--- src/rtl/seg_scan_mux.sv ---
// rtl/seg_scan_mux.sv - time-multiplexed scan driver for N common-cathode 7-segment digits
//
// Scans NUM_DIGITS digits, one slot of SCAN_DIV clocks each, with BLANK_CYC
// blanked clocks at the start of every slot to suppress ghosting.
// Optional feature macro: SEG_SCAN_BRIGHTNESS_PWM_EN (per-cycle PWM dimming).
//
// Ports:
//   clk          system clock
//   rst_n        asynchronous active-low reset
//   digits_in    7*NUM_DIGITS segment patterns, digit k = [7k+6:7k], 1 = lit
//   digit_en     per-digit enable, 0 keeps that digit dark
//   brightness   PWM duty (used only with SEG_SCAN_BRIGHTNESS_PWM_EN)
//   segment      registered segment drive (inverted when SEG_ACTIVE_LOW)
//   anode_ctrl   registered digit select, active-low, one-cold
//   frame_start  one-cycle pulse at the start of the digit-0 slot
module seg_scan_mux #(
    parameter int NUM_DIGITS     = 8,
    parameter int SCAN_DIV       = 1000,
    parameter int BLANK_CYC      = 2,
    parameter int SEG_ACTIVE_LOW = 0
) (
    input  logic                    clk,
    input  logic                    rst_n,
    input  logic [7*NUM_DIGITS-1:0] digits_in,
    input  logic [NUM_DIGITS-1:0]   digit_en,
    input  logic [3:0]              brightness,
    output logic [6:0]              segment,
    output logic [NUM_DIGITS-1:0]   anode_ctrl,
    output logic                    frame_start
);

    localparam int CW = $clog2(SCAN_DIV);
    localparam int IW = (NUM_DIGITS > 2) ? $clog2(NUM_DIGITS) : 1;
    localparam logic [CW-1:0] CNT_LAST = CW'(SCAN_DIV - 1);
    localparam logic [IW-1:0] IDX_LAST = IW'(NUM_DIGITS - 1);
    // Off pattern doubles as the XOR mask for active-low segment wiring.
    localparam logic [6:0]    SEG_OFF  = (SEG_ACTIVE_LOW != 0) ? 7'h7F : 7'h00;

    logic [CW-1:0] cnt;
    logic [IW-1:0] idx;
    logic [6:0]    hold;
    logic          hold_en;

    logic [6:0]    pat_arr [NUM_DIGITS];
    logic          slot_start;
    logic          in_blank;
    logic [6:0]    cur_pat;
    logic          cur_en;
    logic          lit;

    for (genvar k = 0; k < NUM_DIGITS; k++) begin : g_slice
        assign pat_arr[k] = digits_in[7*k +: 7];
    end

    if (BLANK_CYC == 0) begin : g_noblank
        assign in_blank = 1'b0;
    end else begin : g_blank
        assign in_blank = (32'(cnt) < BLANK_CYC);
    end

    assign slot_start = (cnt == '0);

    // At slot start the live inputs are used so the first visible cycle
    // already reflects them; afterwards the captured copy prevents tearing.
    assign cur_pat = slot_start ? pat_arr[idx]  : hold;
    assign cur_en  = slot_start ? digit_en[idx] : hold_en;

`ifdef SEG_SCAN_BRIGHTNESS_PWM_EN
    logic [3:0] pwm_cnt;
    logic [3:0] hold_bright;
    logic [3:0] cur_bright;
    logic       pwm_on;

    assign cur_bright = slot_start ? brightness : hold_bright;
    assign pwm_on     = (cur_bright == 4'hF) || (pwm_cnt < cur_bright);

    always_ff @(posedge clk or negedge rst_n) begin
        if (!rst_n) begin
            pwm_cnt     <= '0;
            hold_bright <= '0;
        end else begin
            pwm_cnt <= pwm_cnt + 4'd1;
            if (slot_start) begin
                hold_bright <= brightness;
            end
        end
    end
`else
    logic unused_brightness;
    logic pwm_on;

    assign unused_brightness = ^brightness;
    assign pwm_on            = 1'b1;
`endif

    // A disabled digit still consumes its slot so frame timing stays uniform.
    assign lit = !in_blank && cur_en && pwm_on;

    always_ff @(posedge clk or negedge rst_n) begin
        if (!rst_n) begin
            cnt         <= '0;
            idx         <= '0;
            hold        <= '0;
            hold_en     <= 1'b0;
            segment     <= SEG_OFF;
            anode_ctrl  <= '1;
            frame_start <= 1'b0;
        end else begin
            if (cnt == CNT_LAST) begin
                cnt <= '0;
                idx <= (idx == IDX_LAST) ? '0 : idx + 1'b1;
            end else begin
                cnt <= cnt + 1'b1;
            end
            if (slot_start) begin
                hold    <= cur_pat;
                hold_en <= cur_en;
            end
            segment     <= lit ? (cur_pat ^ SEG_OFF) : SEG_OFF;
            anode_ctrl  <= lit ? ~(NUM_DIGITS'(1) << idx) : '1;
            frame_start <= slot_start && (idx == '0);
        end
    end

endmodule

--- config.mk ---
export PLATFORM = sky130hd
export DESIGN_NAME = seg_scan_mux
export DESIGN_NICKNAME = d
export VERILOG_FILES = /design/src/rtl/seg_scan_mux.sv
export SDC_FILE = /design/constraint.sdc
export NUM_CORES = 1
export LEC_CHECK = 0
export CORE_ASPECT_RATIO = 1.2
export CORE_UTILIZATION = 65
export CTS_CLUSTER_SIZE = 16
export DETAILED_ROUTE_END_ITERATION = 10
export DONT_BUFFER_PORTS = 1
export PLACE_DENSITY = 0.91
export SYNTH_ARGS = -nofsm -noshare
export SYNTH_HDL_FRONTEND = slang
export SYNTH_SLANG_ARGS = --single-unit
--- constraint.sdc ---
create_clock -name clk -period 5.65 [get_ports clk]
set_clock_uncertainty 0.05 [all_clocks]
set_input_delay 0.565 -clock clk [delete_from_list [all_inputs] [get_ports clk]]
set_output_delay 0.565 -clock clk [all_outputs]
set_load 0.05 [all_outputs]
======== After elaboration in Yosys (flattened, before gate mapping) ========
Index checks and enable logic that the tools add are counted.
operators by class
  div/mod/pow operators ................... 0
  shifts and indexed selects .............. 1
  muxes and demuxes ....................... 11
  add/sub/neg operators ................... 2
  equality and inequality tests ........... 2
  bitwise logic cells ..................... 2
  magnitude comparators ................... 3
  multiply operators ...................... 0
  reduce and logical (&&, ||, !) cells .... 5
operators with widths
  kind                   count
  $mux 7                 4
  $bmux 7 s3             1
  $add 10x1->10 const B  1
  $eq 10x10->1 const B   1
  $logic_not 10->1       1
  $lt 10x2->1 const B    1
  $mux 10                1
  $mux 8                 1
  $not 8->8              1
  $shl 1x3->8 const A    1
  $ge 4x4->1 const B     1
  $lt 3x4->1 const B     1
  $not 3->4              1
  $add 3x1->3 const B    1
  $bmux 1 s3             1
  $eq 3x3->1 const B     1
  $logic_not 3->1        1
  $mux 3                 1
  $logic_and 1x1->1      2
  $mux 1                 2
  $logic_not 1->1        1
word-level totals
  logic and storage cells ................. 33
  flip-flop bits (word level) ............. 37
  latch bits .............................. 0
  bits in writable memories ............... 0
  input port bits ......................... 70
  memories ................................ 0
  output and inout port bits .............. 16
  memory bits (read-only) ................. 0

======== Longest topological paths before layout ========
  depth in word-level cells ............... 6
  mapped depth ............................ 6
  mapped depth without buffers ............ 5

======== Worst setup path before layout ========
OpenSTA, ideal clock, no wires.
  path kind ............................... flip-flop to flip-flop
  start ................................... register idx[0]
  end ..................................... register segment[5]
  setup time .............................. 0.121 ns
  arrival time ............................ 1.593 ns
  path buffers ............................ 1
  period minus slack after synthesis ...... 1.764 ns
  stages on the path, launching flop included .. 6
  path slack .............................. 3.886 ns
  data required time ...................... 5.479 ns
  cells stage by stage .................... dfrtp_1 buf_6 mux4_2 mux2i_4 nor3_2 a22o_1
between the ends
  longest elaborated chain between the ends .. 6
  elaborated cells between the ends (all ways) .. 10
  those cells by class .................... 8 x mux; 1 x bitwise; 1 x reduce/logical
ends and longest elaborated chain
  what                                       line  text
  from (decl)                                40    logic [IW-1:0] idx;
  from (signal assigned)                     111   idx <= (idx == IDX_LAST) ? '0 : idx + 1'b1;
  $not 3->4 (not written as such)            65    assign cur_pat = slot_start ? pat_arr[idx] : hold;
  $bmux 7 s3                                 65
  $mux 7 (not written as such) (2 in a row)  65
  $mux 7                                     65
  $mux 7 (*)                                 119   segment <= lit ? (cur_pat ^ SEG_OFF) : SEG_OFF;
  to (signal assigned)                       119
  to (decl)                                  27    output logic [6:0] segment,
Mark *: on every way between the ends. The rest lies on a longest branch, timed or not. The select of a mux whose other input is x is not followed.
A chain may end at the register's enable or synchronous reset.

======== Final worst setup path ========
Same ends and word-level chain as after synthesis.

==> flow_summary.toml <==
[floorplanning]
fp.dieW_um = 53.8
die_height_um = 64.2
number_of_top_level_design_ports = 86
num_rows = 22
fp.dieArea_um2 = 3460
start_util_pct = 68.6
design.core.area_um2 = 3060

[clocking]
cts.sinks = 37
clk-insertion-delay-late_ns = 0.35
clockRootBuffer = "sky130_fd_sc_hd__clkbuf_4"
max-clock-path-buffers = 2
ctsHtreeMaxLevel = 2
numCtsBuffers = 5
clk_transition_reported_paths_ns = 0.12
cts_tree = "done"
cts.repair.resized = 0

[layout]
register_area_um2 = 936
finish.net_count = 251
final_common_cell = "sky130_fd_sc_hd__dfrtp_1"
fraction_of_layout_cells_with_a_size_suffix_above_1_pct = 25.9
multiInputGateArea_um2 = 1080
final_util_pct = 71.0
antenna_cells_inserted = 0
layout.cells.most_common_list = "sky130_fd_sc_hd__dfrtp_1, sky130_fd_sc_hd__nand2_1, sky130_fd_sc_hd__mux4_2"
fillerInstances = 197
syn_to_final_growth_pct = 3.46

[power]
leakagePower_nw = 0.880
vdd_drop_max_mv = 0.137
power.density_cell_area_nw_per_um2 = 211

[timing]
final_hold_viol_count = 0
setup-tns-final_ns = 0
hold-worst-slack_ns = 0.452
maxSlewHeadroom_pct = 33.3
fmax_mhz = 411
tightest_slew_ns = 1.00
min_period_ns = 2.43
min_period_over_period_pct = 43.0
final-max-slew-violation-count = 0
timing.final.setup_violations = 0
rsz0062_at_grt = "no"

[setup_path]
crit_path_max_fanout = 20
endpoint_kind = "flip-flop"
worstSetupStartpointType = "flip-flop"
critical_path_arrival_ns = 2.63
timing.setup.critical_path_class = "flip-flop to flip-flop"
required_ns = 5.85

[logic_synthesis]
yosys.area.top_type_share_pct = 34.6
synthesis.nets = 251
yosys_warnings = 0
synth_area_leaders = "sky130_fd_sc_hd__dfrtp_1, sky130_fd_sc_hd__mux4_2, sky130_fd_sc_hd__dfstp_2"
synth_area_per_cell_um2 = 12.1
ys_ff_latch = 37
syn_inst = 173
yosysSeqAreaShare_pct = 44.7
synth.lib_cells_used.distinct = 34
synth_area_um2 = 2100
netlist.top_cell.by_area = "sky130_fd_sc_hd__dfrtp_1"

[outcome]
outcome = "finished clean"

[detailed_routing]
route.detailed.wl_per_inst_um = 19.8
detail_route.vias_per_cell = 6.81
drt_wl_total_mm = 4.16
num_vias = 1430
drcViolationCount = 0
drt-initial-drc-count = 58
detail-route-antenna-nets = 0
detail_route.first_pass.iterations = 4

[placement]
port_buffers = 0
final_gp_congestion = 0.805
dp.final_hpwl_mm = 3.27

[worst_hold_path]
timing.hold.worst.class = "flip-flop to flip-flop"

[global_route]
use_met1_pct = 32.9
number_of_antenna_violations_at_the_first_check_in_global_routing = 0
grt-busiest-layer = "met2"
grt_first_pass_wirelength_mm = 6.77
grt_start_max_net_pins = 38
first_global_vias = 1459
global_route.usage.met3_pct = 9.52
grt_overflow = 0
groute.layer.met2.usage_pct = 46.1
grt.total_usage_pct = 28.3

[job]
maxCapViolCount = 0
routing by layer:
| metal | vias up | routed length, um |
|---|---|---|
| li1 | 635 | - |
| met1 | 702 | 1450 |
| met2 | 84 | 2320 |
| met3 | 9 | 327 |
| met4 | 0 | 74 |
| met5 | - | 0 |
logic make-up after synthesis:
| group | share of synthesized area (%) |
|---|---|
| simple gates | 15.6 |
| flops | 44.7 |
| mux | 22.0 |
| compound gates | 7.05 |
| buf+inv | 3.82 |
| fa+ha+maj | 4.78 |
| xor+xnor | 2.09 |
power by group:
group	switching (mW)	total (mW)	internal, mW
Sequential	0.0134	0.284	0.271
Combinational	0.0135	0.0296	0.0161
Clock	0.0826	0.144	0.0614
Total	0.110	0.458	0.348
repair_timing:
item,CTS,global route
buffers inserted,0,0
hold buffers,2,0
hold endpoints to repair,37,0
through the flow:
| stage | instance area, um^2 | setup WS (ns) | total power [mW] | std cells |
|---|---|---|---|---|
| after floorplan | 2100 | 3.89 | 0.308 | 173 |
| after global routing | 2170 | 3.06 | 0.477 | 210 |
| after CTS | 2170 | 3.20 | 0.460 | 210 |
| final | 2170 | 3.22 | 0.458 | 210 |
| after detailed placement | 2080 | 3.19 | 0.312 | 200 |
| after global placement | 2080 | 3.25 | 0.311 | 200 |
worst paths after layout:
check | cells after the start | slack [ns] | to | from
setup / recovery | 4 | 3.22 | segment[5]$_DFF_PN0_ | idx[0]$_DFFE_PN0N_
hold / removal | 1 | 0.45 | cnt[0]$_DFF_PN0_ | cnt[0]$_DFF_PN0_
setup reg to reg | 4 | 3.22 | segment[5]$_DFF_PN0_ | idx[0]$_DFFE_PN0N_
hold reg to reg | 1 | 0.45 | cnt[0]$_DFF_PN0_ | cnt[0]$_DFF_PN0_
max in group asynchronous | 2 | 4.66 | anode_ctrl[4]$_DFF_PN1_ | rst_n
min in group asynchronous | 2 | 0.63 | segment[5]$_DFF_PN0_ | rst_n
cell type report:
type	instances	share of cell area, %
inverter	5	0.866
sequential	37	43.2
multi-input combinational	122	49.8
timing repair buffer	2	1.38
clock buffer	8	2.71
tap	36	2.08
state kept, by name, summed over array words and instances (netlist names):
signal	count
anode_ctrl	8
cnt	10
frame_start	1
hold	7
hold_en	1
idx	3
segment	7
critical path, cell delays in order (launching register included):
cell and delay [ns]:
sky130_fd_sc_hd__dfrtp_1 1.01, sky130_fd_sc_hd__mux4_2 0.63, sky130_fd_sc_hd__mux2i_4 0.25, sky130_fd_sc_hd__nor3_2 0.13, sky130_fd_sc_hd__a22o_1 0.26
synthesized netlist by cell type:
master,count
sky130_fd_sc_hd__buf_2,1
sky130_fd_sc_hd__nor4_1,3
sky130_fd_sc_hd__inv_1,5
sky130_fd_sc_hd__o21ai_0,4
sky130_fd_sc_hd__and4bb_2,1
sky130_fd_sc_hd__nor2b_1,1
sky130_fd_sc_hd__nand3_1,11
sky130_fd_sc_hd__ha_1,8
sky130_fd_sc_hd__clkbuf_1,4
sky130_fd_sc_hd__nor3_1,2
sky130_fd_sc_hd__and3_2,1
sky130_fd_sc_hd__a211oi_4,1
sky130_fd_sc_hd__buf_6,3
sky130_fd_sc_hd__nor2_1,8
sky130_fd_sc_hd__or3_1,2
sky130_fd_sc_hd__or4_4,2
sky130_fd_sc_hd__and4_1,1
sky130_fd_sc_hd__mux2_2,7
sky130_fd_sc_hd__xnor2_1,3
sky130_fd_sc_hd__buf_4,1
sky130_fd_sc_hd__mux4_2,16
sky130_fd_sc_hd__nand4b_1,1
sky130_fd_sc_hd__a22o_1,7
sky130_fd_sc_hd__o31a_1,1
sky130_fd_sc_hd__dfstp_2,8
sky130_fd_sc_hd__nor3_2,1
sky130_fd_sc_hd__a31oi_1,1
sky130_fd_sc_hd__and3_1,3
sky130_fd_sc_hd__mux2i_4,1
sky130_fd_sc_hd__xor2_1,2
sky130_fd_sc_hd__dfrtp_1,29
sky130_fd_sc_hd__nand2_1,28
sky130_fd_sc_hd__o22ai_1,1
sky130_fd_sc_hd__a21oi_1,5
Note: power is estimated with default switching activity, not from simulation.
